`src/rtl/decode_queue_stage_if.sv`:
```
// Handshake/bus bundle between fetch, register file, forwarding network, the
// external decoder and execute around decode_queue_stage. clk/reset are not
// carried here. slave = the decode stage, master = its environment.
interface decode_queue_stage_if #(
    parameter int XLEN  = 64,
    parameter int DEPTH = 4,
    parameter int NFWD  = 3,
    parameter int CTL_W = 32
);
    // fetch side
    logic                      in_valid;
    logic                      in_ready;
    logic [XLEN-1:0]           in_pc;
    logic [31:0]               in_instr;
    // pipeline control
    logic                      stall;
    logic                      flush;
    logic                      stall_d;
    logic [$clog2(DEPTH):0]    q_count;
    // register file
    logic [4:0]                ra1;
    logic [4:0]                ra2;
    logic [XLEN-1:0]           rd1;
    logic [XLEN-1:0]           rd2;
    // forwarding channels, channel 0 youngest
    logic [NFWD-1:0]           fwd_valid;
    logic [NFWD*5-1:0]         fwd_dst;
    logic [NFWD*XLEN-1:0]      fwd_data;
    logic [NFWD-1:0]           fwd_pending;
    // external decoder
    logic [31:0]               dec_instr;
    logic [CTL_W-1:0]          dec_ctl;
    logic                      dec_use1;
    logic                      dec_use2;
    // registered bundle to execute
    logic                      out_valid;
    logic [XLEN-1:0]           out_pc;
    logic [31:0]               out_instr;
    logic [CTL_W-1:0]          out_ctl;
    logic [4:0]                out_dst;
    logic [XLEN-1:0]           out_src1;
    logic [XLEN-1:0]           out_src2;

    modport slave (
        input  in_valid, in_pc, in_instr, stall, flush, rd1, rd2,
               fwd_valid, fwd_dst, fwd_data, fwd_pending,
               dec_ctl, dec_use1, dec_use2,
        output in_ready, stall_d, q_count, ra1, ra2, dec_instr,
               out_valid, out_pc, out_instr, out_ctl, out_dst, out_src1, out_src2
    );

    modport master (
        output in_valid, in_pc, in_instr, stall, flush, rd1, rd2,
               fwd_valid, fwd_dst, fwd_data, fwd_pending,
               dec_ctl, dec_use1, dec_use2,
        input  in_ready, stall_d, q_count, ra1, ra2, dec_instr,
               out_valid, out_pc, out_instr, out_ctl, out_dst, out_src1, out_src2
    );
endinterface

```
`src/rtl/decode_queue_stage.sv`:
```
// Purpose: decode stage - DEPTH-entry instruction queue, operand resolution
//          through NFWD forwarding channels with load-use detection, and a
//          registered decoded bundle for execute.
// Latency: entry pushed at edge t into an empty queue is on out_* after t+1;
//          one bundle per cycle sustained.
// Backpressure: in_ready drops at count==DEPTH (no pop-to-push bypass);
//          stall holds the output register and blocks pops; stall_d bubbles.
// Ports: clk, reset (synchronous, active-high) plus the decode_queue_stage_if
//          slave modport (fetch, regfile, forwarding, decoder, execute sides).
// Config: define DECODE_FWD_EN for the forwarding mux; without it, operands
//          come from rd1/rd2 and any matching valid channel stalls.
module decode_queue_stage #(
    parameter int XLEN  = 64,
    parameter int DEPTH = 4,
    parameter int NFWD  = 3,
    parameter int CTL_W = 32
) (
    input  logic                  clk,
    input  logic                  reset,
    decode_queue_stage_if.slave   io
);
    localparam int PW = $clog2(DEPTH);
    localparam int CW = PW + 1;

    typedef struct packed {
        logic [XLEN-1:0] pc;
        logic [31:0]     instr;
    } entry_t;

    entry_t          mem_q [DEPTH];
    logic [PW-1:0]   rd_ptr_q, rd_ptr_d;
    logic [PW-1:0]   wr_ptr_q, wr_ptr_d;
    logic [CW-1:0]   count_q, count_d;

    logic            out_valid_q, out_valid_d;
    logic [XLEN-1:0] out_pc_q, out_pc_d;
    logic [31:0]     out_instr_q, out_instr_d;
    logic [CTL_W-1:0] out_ctl_q, out_ctl_d;
    logic [4:0]      out_dst_q, out_dst_d;
    logic [XLEN-1:0] out_src1_q, out_src1_d;
    logic [XLEN-1:0] out_src2_q, out_src2_d;

    entry_t          head;
    logic            head_vld;
    logic            in_rdy;
    logic            push;
    logic            pop;
    logic            clr;
    logic [4:0]      ra1, ra2;
    logic [XLEN-1:0] src1_val, src2_val;
    logic            hit1, hit2;
    logic            haz1, haz2;
    logic            stall_d;

    assign head     = mem_q[rd_ptr_q];
    assign head_vld = (count_q != '0);
    assign in_rdy   = (count_q != CW'(DEPTH));
    // flush discards a same-cycle push
    assign push     = io.in_valid & in_rdy & ~io.flush;
    assign ra1      = head.instr[19:15];
    assign ra2      = head.instr[24:20];

`ifdef DECODE_FWD_EN
    logic pend1, pend2;
`endif

    // Operand resolution. Walk from the oldest channel to the youngest so the
    // lowest matching index is the last writer and wins. x0 never matches.
    always_comb begin
        src1_val = (ra1 == 5'd0) ? '0 : io.rd1;
        src2_val = (ra2 == 5'd0) ? '0 : io.rd2;
        hit1     = 1'b0;
        hit2     = 1'b0;
`ifdef DECODE_FWD_EN
        pend1    = 1'b0;
        pend2    = 1'b0;
`endif
        for (int i = NFWD - 1; i >= 0; i--) begin
            if (io.fwd_valid[i] && (io.fwd_dst[i*5 +: 5] == ra1) && (ra1 != 5'd0)) begin
                hit1 = 1'b1;
`ifdef DECODE_FWD_EN
                pend1    = io.fwd_pending[i];
                src1_val = io.fwd_data[i*XLEN +: XLEN];
`endif
            end
            if (io.fwd_valid[i] && (io.fwd_dst[i*5 +: 5] == ra2) && (ra2 != 5'd0)) begin
                hit2 = 1'b1;
`ifdef DECODE_FWD_EN
                pend2    = io.fwd_pending[i];
                src2_val = io.fwd_data[i*XLEN +: XLEN];
`endif
            end
        end
    end

`ifdef DECODE_FWD_EN
    assign haz1 = io.dec_use1 & hit1 & pend1;
    assign haz2 = io.dec_use2 & hit2 & pend2;
`else
    // without a forwarding mux any in-flight writer of a used source blocks
    assign haz1 = io.dec_use1 & hit1;
    assign haz2 = io.dec_use2 & hit2;
`endif

    assign stall_d = head_vld & (haz1 | haz2) & ~io.flush;

    always_comb begin
        out_valid_d = out_valid_q;
        out_pc_d    = out_pc_q;
        out_instr_d = out_instr_q;
        out_ctl_d   = out_ctl_q;
        out_dst_d   = out_dst_q;
        out_src1_d  = out_src1_q;
        out_src2_d  = out_src2_q;
        pop         = 1'b0;
        clr         = 1'b0;

        if (io.stall) begin
            // outputs frozen, but a redirect must still empty the queue
            clr = io.flush;
        end else if (io.flush) begin
            out_valid_d = 1'b0;
            clr         = 1'b1;
        end else if (head_vld && !stall_d) begin
            out_valid_d = 1'b1;
            out_pc_d    = head.pc;
            out_instr_d = head.instr;
            out_ctl_d   = io.dec_ctl;
            out_dst_d   = head.instr[11:7];
            out_src1_d  = src1_val;
            out_src2_d  = src2_val;
            pop         = 1'b1;
        end else begin
            out_valid_d = 1'b0;
        end

        if (clr) begin
            rd_ptr_d = '0;
            wr_ptr_d = '0;
            count_d  = '0;
        end else begin
            // power-of-two depth: pointers wrap by natural overflow
            rd_ptr_d = rd_ptr_q + PW'(pop);
            wr_ptr_d = wr_ptr_q + PW'(push);
            count_d  = count_q + CW'(push) - CW'(pop);
        end
    end

    always_ff @(posedge clk) begin
        if (reset) begin
            out_valid_q <= 1'b0;
            rd_ptr_q    <= '0;
            wr_ptr_q    <= '0;
            count_q     <= '0;
        end else begin
            out_valid_q <= out_valid_d;
            rd_ptr_q    <= rd_ptr_d;
            wr_ptr_q    <= wr_ptr_d;
            count_q     <= count_d;
        end
    end

    // payload and storage carry no reset; out_valid qualifies them
    always_ff @(posedge clk) begin
        out_pc_q    <= out_pc_d;
        out_instr_q <= out_instr_d;
        out_ctl_q   <= out_ctl_d;
        out_dst_q   <= out_dst_d;
        out_src1_q  <= out_src1_d;
        out_src2_q  <= out_src2_d;
        if (push) begin
            mem_q[wr_ptr_q] <= '{pc: io.in_pc, instr: io.in_instr};
        end
    end

    assign io.in_ready  = in_rdy;
    assign io.stall_d   = stall_d;
    assign io.q_count   = count_q;
    assign io.ra1       = ra1;
    assign io.ra2       = ra2;
    assign io.dec_instr = head.instr;
    assign io.out_valid = out_valid_q;
    assign io.out_pc    = out_pc_q;
    assign io.out_instr = out_instr_q;
    assign io.out_ctl   = out_ctl_q;
    assign io.out_dst   = out_dst_q;
    assign io.out_src1  = out_src1_q;
    assign io.out_src2  = out_src2_q;
endmodule

```
`src/flat_wrapper.sv`:
```
// flat-port wrapper written by rule: the top's interface ports become plain ports
module decode_queue_stage_flat 
#(
    parameter int XLEN  = 64,
    parameter int DEPTH = 4,
    parameter int NFWD  = 3,
    parameter int CTL_W = 32
)
  (clk, reset, io_in_valid, io_in_pc, io_in_instr, io_stall, io_flush, io_rd1, io_rd2, io_fwd_valid, io_fwd_dst, io_fwd_data, io_fwd_pending, io_dec_ctl, io_dec_use1, io_dec_use2, io_in_ready, io_stall_d, io_q_count, io_ra1, io_ra2, io_dec_instr, io_out_valid, io_out_pc, io_out_instr, io_out_ctl, io_out_dst, io_out_src1, io_out_src2);
  decode_queue_stage_if #(.XLEN(XLEN), .DEPTH(DEPTH), .NFWD(NFWD), .CTL_W(CTL_W)) io_i ();
  input  logic clk;
  input  logic reset;
  input wire logic [$bits(io_i.in_valid)-1:0] io_in_valid;
  input wire logic [$bits(io_i.in_pc)-1:0] io_in_pc;
  input wire logic [$bits(io_i.in_instr)-1:0] io_in_instr;
  input wire logic [$bits(io_i.stall)-1:0] io_stall;
  input wire logic [$bits(io_i.flush)-1:0] io_flush;
  input wire logic [$bits(io_i.rd1)-1:0] io_rd1;
  input wire logic [$bits(io_i.rd2)-1:0] io_rd2;
  input wire logic [$bits(io_i.fwd_valid)-1:0] io_fwd_valid;
  input wire logic [$bits(io_i.fwd_dst)-1:0] io_fwd_dst;
  input wire logic [$bits(io_i.fwd_data)-1:0] io_fwd_data;
  input wire logic [$bits(io_i.fwd_pending)-1:0] io_fwd_pending;
  input wire logic [$bits(io_i.dec_ctl)-1:0] io_dec_ctl;
  input wire logic [$bits(io_i.dec_use1)-1:0] io_dec_use1;
  input wire logic [$bits(io_i.dec_use2)-1:0] io_dec_use2;
  output wire logic [$bits(io_i.in_ready)-1:0] io_in_ready;
  output wire logic [$bits(io_i.stall_d)-1:0] io_stall_d;
  output wire logic [$bits(io_i.q_count)-1:0] io_q_count;
  output wire logic [$bits(io_i.ra1)-1:0] io_ra1;
  output wire logic [$bits(io_i.ra2)-1:0] io_ra2;
  output wire logic [$bits(io_i.dec_instr)-1:0] io_dec_instr;
  output wire logic [$bits(io_i.out_valid)-1:0] io_out_valid;
  output wire logic [$bits(io_i.out_pc)-1:0] io_out_pc;
  output wire logic [$bits(io_i.out_instr)-1:0] io_out_instr;
  output wire logic [$bits(io_i.out_ctl)-1:0] io_out_ctl;
  output wire logic [$bits(io_i.out_dst)-1:0] io_out_dst;
  output wire logic [$bits(io_i.out_src1)-1:0] io_out_src1;
  output wire logic [$bits(io_i.out_src2)-1:0] io_out_src2;
  assign io_i.in_valid = io_in_valid;
  assign io_i.in_pc = io_in_pc;
  assign io_i.in_instr = io_in_instr;
  assign io_i.stall = io_stall;
  assign io_i.flush = io_flush;
  assign io_i.rd1 = io_rd1;
  assign io_i.rd2 = io_rd2;
  assign io_i.fwd_valid = io_fwd_valid;
  assign io_i.fwd_dst = io_fwd_dst;
  assign io_i.fwd_data = io_fwd_data;
  assign io_i.fwd_pending = io_fwd_pending;
  assign io_i.dec_ctl = io_dec_ctl;
  assign io_i.dec_use1 = io_dec_use1;
  assign io_i.dec_use2 = io_dec_use2;
  assign io_in_ready = io_i.in_ready;
  assign io_stall_d = io_i.stall_d;
  assign io_q_count = io_i.q_count;
  assign io_ra1 = io_i.ra1;
  assign io_ra2 = io_i.ra2;
  assign io_dec_instr = io_i.dec_instr;
  assign io_out_valid = io_i.out_valid;
  assign io_out_pc = io_i.out_pc;
  assign io_out_instr = io_i.out_instr;
  assign io_out_ctl = io_i.out_ctl;
  assign io_out_dst = io_i.out_dst;
  assign io_out_src1 = io_i.out_src1;
  assign io_out_src2 = io_i.out_src2;
  decode_queue_stage #(.XLEN(XLEN), .DEPTH(DEPTH), .NFWD(NFWD), .CTL_W(CTL_W)) u_core (.clk(clk), .reset(reset), .io(io_i));
endmodule
```
`config.mk`:
```
export PLATFORM = sky130hd
export DESIGN_NAME = decode_queue_stage_flat
export DESIGN_NICKNAME = d
export VERILOG_FILES = /design/src/rtl/decode_queue_stage_if.sv /design/src/rtl/decode_queue_stage.sv /design/src/flat_wrapper.sv
export SDC_FILE = /design/constraint.sdc
export NUM_CORES = 1
export LEC_CHECK = 0
export ABC_AREA = 0
export CELL_PAD_IN_SITES_DETAIL_PLACEMENT = 1
export CELL_PAD_IN_SITES_GLOBAL_PLACEMENT = 2
export CORE_AREA = 2 2 304 306
export CTS_CLUSTER_DIAMETER = 60
export DETAILED_ROUTE_END_ITERATION = 12
export DIE_AREA = 0 0 306 308
export GPL_TIMING_DRIVEN = 1
export HOLD_SLACK_MARGIN = 0.05
export PLACE_DENSITY = 0.66
export SLEW_MARGIN = 10
export SYNTH_ARGS = -nofsm -noshare
export SYNTH_HDL_FRONTEND = slang
export SYNTH_SLANG_ARGS = --single-unit
```
`constraint.sdc`:
```
create_clock -name clk -period 10.95 [get_ports clk]
set_input_delay 2.19 -clock clk [delete_from_list [all_inputs] [get_ports clk]]
set_output_delay 2.19 -clock clk [all_outputs]
set_load 0.01 [all_outputs]
```
# Word-level counts from Yosys, hierarchy flattened
# Memories as Yosys holds them, arrays and structs flattened. A register that Yosys moved wholly into a read port is not among the register bits.
# Index checks and enable logic that the tools add are counted.
# totals
output_inout_bits	309
mem_bits_ro	0
mem_bits_rw	384
n_memories	1
latchBits	0
regBits	269
# classes
shift	0
muxes	14
addsub	4
magnitude_cmp	0
n_reduce_logical	21
n_eq_ne	7
n_mul	0
div_mod_pow	0
n_bitwise	9
# mem_list
memory	depth	width	read_ports	rd_ports_with_merged_regs	write_ports	line_no	text
u_core.mem_q	4	96	1	1	1	decode_queue_stage.sv:30	entry_t mem_q [DEPTH];
# ops
operator	count
5-bit == test	6
1-bit logical AND	13
1-bit two-way mux	13
5-bit zero test	2
5-bit nonzero test	2
1-bit bitwise AND	6
2-bit by 1-bit adder with 2-bit output	2
3-bit by 1-bit adder with 3-bit output	1
3-bit != test (second input constant)	1
3-bit AND reduction	1
3-bit nonzero test	1
3-bit by 1-bit subtractor with 3-bit output	1
2-bit two-way mux	1
1-bit inverter	2
2-bit OR reduction	1
1-bit zero test	1
1-bit OR	1

# Longest topological paths before layout
# logic_depth
word_depth	17
ltp_mapped	15
ltp_nobuf	13

# Worst setup path after synthesis
# No wires, ideal clock.
# synth_path
path_type	input-to-reg
from	input io_flush
to	memory u_core.mem_q[1][0] (netlist name) (enable)
setup_time_ps	688
setup_slack_ps	691
arrival_ps	9571
stages	3
required_time_ps	10262
path_cell_list	clkbuf_1 nand3b_1 nor3b_1
# synth_via
elab_chain_len	4
# synth_lines
element	line_no	text
start, declared	flat_wrapper.sv:17	input wire logic [$bits(io_i.flush)-1:0] io_flush;
1-bit inverter (no source line)	-	
1-bit bitwise AND	decode_queue_stage.sv:59	assign push = io.in_valid & in_rdy & ~io.flush;
1-bit two-way mux	decode_queue_stage.sv:171	if (push) begin
1-bit two-way mux (implied by the code)	decode_queue_stage.sv:172	mem_q[wr_ptr_q] <= '{pc: io.in_pc, instr: io.in_instr};
end, declared	decode_queue_stage.sv:30	
# No other way between the ends.

# Worst setup path after layout
# layout_path
from	input io_fwd_dst[13]
to	output io_stall_d
# layout_via
elab_chain_len	10
# layout_lines
element	line_no	text
start, declared	flat_wrapper.sv:21	input wire logic [$bits(io_i.fwd_dst)-1:0] io_fwd_dst;
5-bit == test (on tied branches)	decode_queue_stage.sv:79, decode_queue_stage.sv:86	
1-bit logical AND (on tied branches) (2 in a row)	decode_queue_stage.sv:79, decode_queue_stage.sv:86	
1-bit two-way mux (on tied branches) (3 in a row)	decode_queue_stage.sv:79, decode_queue_stage.sv:86	
1-bit bitwise AND (on tied branches)	decode_queue_stage.sv:101, decode_queue_stage.sv:102	
1-bit OR (*)	decode_queue_stage.sv:105	assign stall_d = head_vld & (haz1 | haz2) & ~io.flush;
1-bit bitwise AND (*) (2 in a row)	decode_queue_stage.sv:105	
end, declared	flat_wrapper.sv:28	output wire logic [$bits(io_i.stall_d)-1:0] io_stall_d;
# Mark *: on every way between the ends. The rest lies on a longest branch, timed or not.

==> flow_summary_export.csv <==
group,metric,value,unit
clocking,clkLatencyLatePin,0.62,ns
timing,rsz0062_at_grt,"no",
timing,worstMarginPinSlew,1.08,ns
worst_setup_path,startpoint_type,"primary input",
timing,slew_viol_final,0,
floorplan,pin_count,785,
worst_setup_path,reg2reg_from,"u_core.rd_ptr_q[0]$_SDFF_PP0_",
timing,fin_crit,6.64,ns
layout,final_util,36.6,%
synth,synth_compound_area_share,0.213,%
timing,max_freq,151,MHz
place,gp_congestion,0.796,
synth,synth_top_area_share,81.7,%
clocking,ctsRootBufferMaster,"clkbuf_16",
layout,syn2layout_area_growth,41.7,%
grt,grt_util_all_layers,13.9,%
worst_setup_path,critPathLaunch,"io_fwd_dst[13]",
synth,async_reset_ff_share,0,%
clocking,cts-hold-fix-buffers,0,
layout,drive_above_1_share,14.0,%
route,dr.pass1.iters,4,
synth,syn-cell-area,0.0235,sq mm
power_and_ir_drop,power.density,173,mW/mm^2
synth,synthAdderAreaFrac,0.192,%
layout,final_nets,2125,
floorplan,core_area,0.0910,sq mm
synth,yosys.area_share.simple,4.41,%
timing,hold_viol,0,
synth,synthMuxAreaShare,9.28,%
route,initialDrtViolationCount,650,
route,vias,12263,
worst_setup_path,cp_max_fo,3,
synth,synthCells,1047,
synth,netlist.top_cell.by_area,"edfxtp_1",
clocking,post-cts-setup-buffers,0,
worst_setup_path,required,8.76,ns
synth,synth-xor-area-share,1.27,%
worst_setup_path,slowest_delay,0.63,ns
place,dpl.hpwl,45600,microns
route,drc,0,
route,wl_per_cell,22.9,microns
grt,grt_pass1_wl,94600,microns
status,outcome,"complete, no violations",
synth,synth-edff-count,640,
floorplan,die_w,306,microns
place,port_buffers,589,
min_path,hold_start,"u_core.io.out_valid$_SDFFE_PP0N_",
clocking,cts_tree,"done",
synth,synth_top_family_by_area,"multiplexers",
clocking,numCtsBuffers,78,
synth,synth.area.top_cells,"edfxtp_1 (82%), mux4_2 (9.2%), and2_1 (3.5%)",
route,avgViaCountPerCell,4.21,
run,cap_violations,0,
worst_setup_path,crit_type,"primary input to output port",
worst_setup_path,crit_buf_inv,2,
synth,synth_ff_type,"edfxtp_1",
timing,relSlewSlack,28.0,%
timing,clock_skew,0.0257,ns
grt,grt_max_degree,137,
clocking,cts_resized,0,
timing,fin_crit_sh,60.6,%
clocking,clk_pin_slew,0.06,ns
synth,syn_avg_cell_area,22.5,sq um
worst_setup_path,worst_path_most_repeated_cell,"clkdlybuf4s50_1",
timing,holdWs,0.483,ns
floorplan,floorplan.initialDensity,25.9,%
worst_setup_path,critPathArrivalTime,4.45,ns
floorplan,die_area,0.0942,sq mm
synth,synth_common_cells,"edfxtp_1 (640), and2_1 (130), mux4_2 (96)",
timing,setup_violations,0,
floorplan,die_y,308,microns
synth,post-synth-top-count-cell,"edfxtp_1",
grt,antenna_found_initial,34,
clocking,htree_levels,3,
power_and_ir_drop,leakage,10.6,nW
clocking,clockBufferDepth,3,
worst_setup_path,critPathTopFamily,"buffers and inverters",
worst_setup_path,cpMaxStageDelayCell,"clkdlybuf4s50_1",
floorplan,rows,111,
grt,grt-ovfl-total,0,
timing,fin_setup_tns,0,ns
clocking,cts_sinks,648,
synth,ys_seq_area_share,82.4,%
min_path,hold_path_class,"flop to flop",
synth,ys_types,31,
route,drt_wl_total,66700,microns
synth,synth-seq-cells,648,
route,ant_nets,0,
grt,grt_pass1_vias,13318,
power_and_ir_drop,peakVddDrop,0.130,mV
worst_setup_path,end_kind,"output port",
synth,synth_fp_nets,1526,
worst_setup_path,crit_chain,"clkdlybuf4s50_1 -> xor2_1 -> nor4_1 -> and3_1 -> o211ai_2 -> a21boi_0 -> clkdlybuf4s50_1",
synth,yosysWarnings,0,
==> cell families (layout without fill, tap and decap cells) <==
group                      count (synthesis)  count (layout)
other                                      0              17
DFF                                      648             648
and+or+nand+nor                          171             171
muxes                                     98              98
xor gates and xnor gates                  34              34
buffers and inverters                     87             749
AOI/OAI and AO/OA                          6               6
adders and majority gates                  3               3
==> cell usage in the layout (no fill, tap or decap), types with 3 or more instances in the layout <==
cell,synthesis,routed
edfxtp_1,640,640
clkdlybuf4s50_1,0,589
and2_1,130,130
mux4_2,96,96
clkbuf_16,0,81
xnor2_1,25,25
diode_2,0,17
bufinv_16,0,13
clkbuf_1,25,13
clkinv_2,0,12
clkinv_1,0,11
buf_4,47,11
nand2_1,11,10
xor2_1,9,9
nor2_1,7,6
nor3_1,7,6
dfxtp_1,8,6
nand4_1,4,4
inv_8,0,4
clkinvlp_4,0,4
clkinv_4,0,3
buf_12,0,3
==> power breakdown <==
group          leakage, nW  total [mW]  internal, mW  switching (mW)
logic                 3.41       0.288         0.171           0.117
clock network         1.32        2.70          1.67            1.03
registers             5.87        2.79          2.78          0.0119
==> cell type report <==
cell class              instances  area, sq um
inverters                       3         18.8
repair buffers                603         6040
flip-flops and latches        648        19400
multi-input cells             312         3640
clock buffers                  94         2080
diodes                         17         42.5
clock inverters                49          631
well taps                    1186         1480
fillers                      9051        57700
==> routing by layer <==
layer / track usage, % / wire length, microns
met3: 7.11 / 7640
met4: 5.51 / 1880
met1: 14.5 / 23700
met2: 23.8 / 33300
met5: 0 / 171
==> path summary, 6_finish.rpt <==
check | slack (ns) | cells after the start | to
hold / removal | 0.48 | 2 | u_core.io.out_valid$_SDFFE_PP0N_
setup / recovery | 4.31 | 7 | io_stall_d
hold reg to reg | 0.48 | 2 | u_core.io.out_valid$_SDFFE_PP0N_
setup reg to reg | 6.00 | 7 | u_core.io.out_pc[31]$_DFFE_PP_
==> registers in the layout (all words and copies together) (netlist names) <==
register,cells
u_core.io.out_dst,4
u_core.mem_q,384
u_core.io.out_instr,28
u_core.rd_ptr_q,2
u_core.io.out_src1,64
u_core.io.out_pc,64
u_core.io.out_src2,64
u_core.wr_ptr_q,2
u_core.io.q_count,3
u_core.io.out_valid,1
u_core.io.out_ctl,32
==> worst reg2reg max path, stage by stage, from the launching register on <==
cell and delay, ns:
dfxtp_4 0.78, mux4_2 0.82, nor3_1 0.28, nand2_2 0.63, o211ai_2 0.45, nand4b_4 0.25
inv_8 0.42, buf_4 0.84
==> metrics by stage <==
step	power [mW]	cells	area (sq um)	setup slack, ns
final	5.77	2912	33300	4.31
after global routing	5.97	2901	33300	4.12
after CTS	5.86	2895	33300	4.25
after detailed placement	3.13	2752	30600	4.32
after global placement	3.12	2752	30600	4.33
after floorplan	2.95	1047	23500	0.691
(Power assumes the default switching activity.)
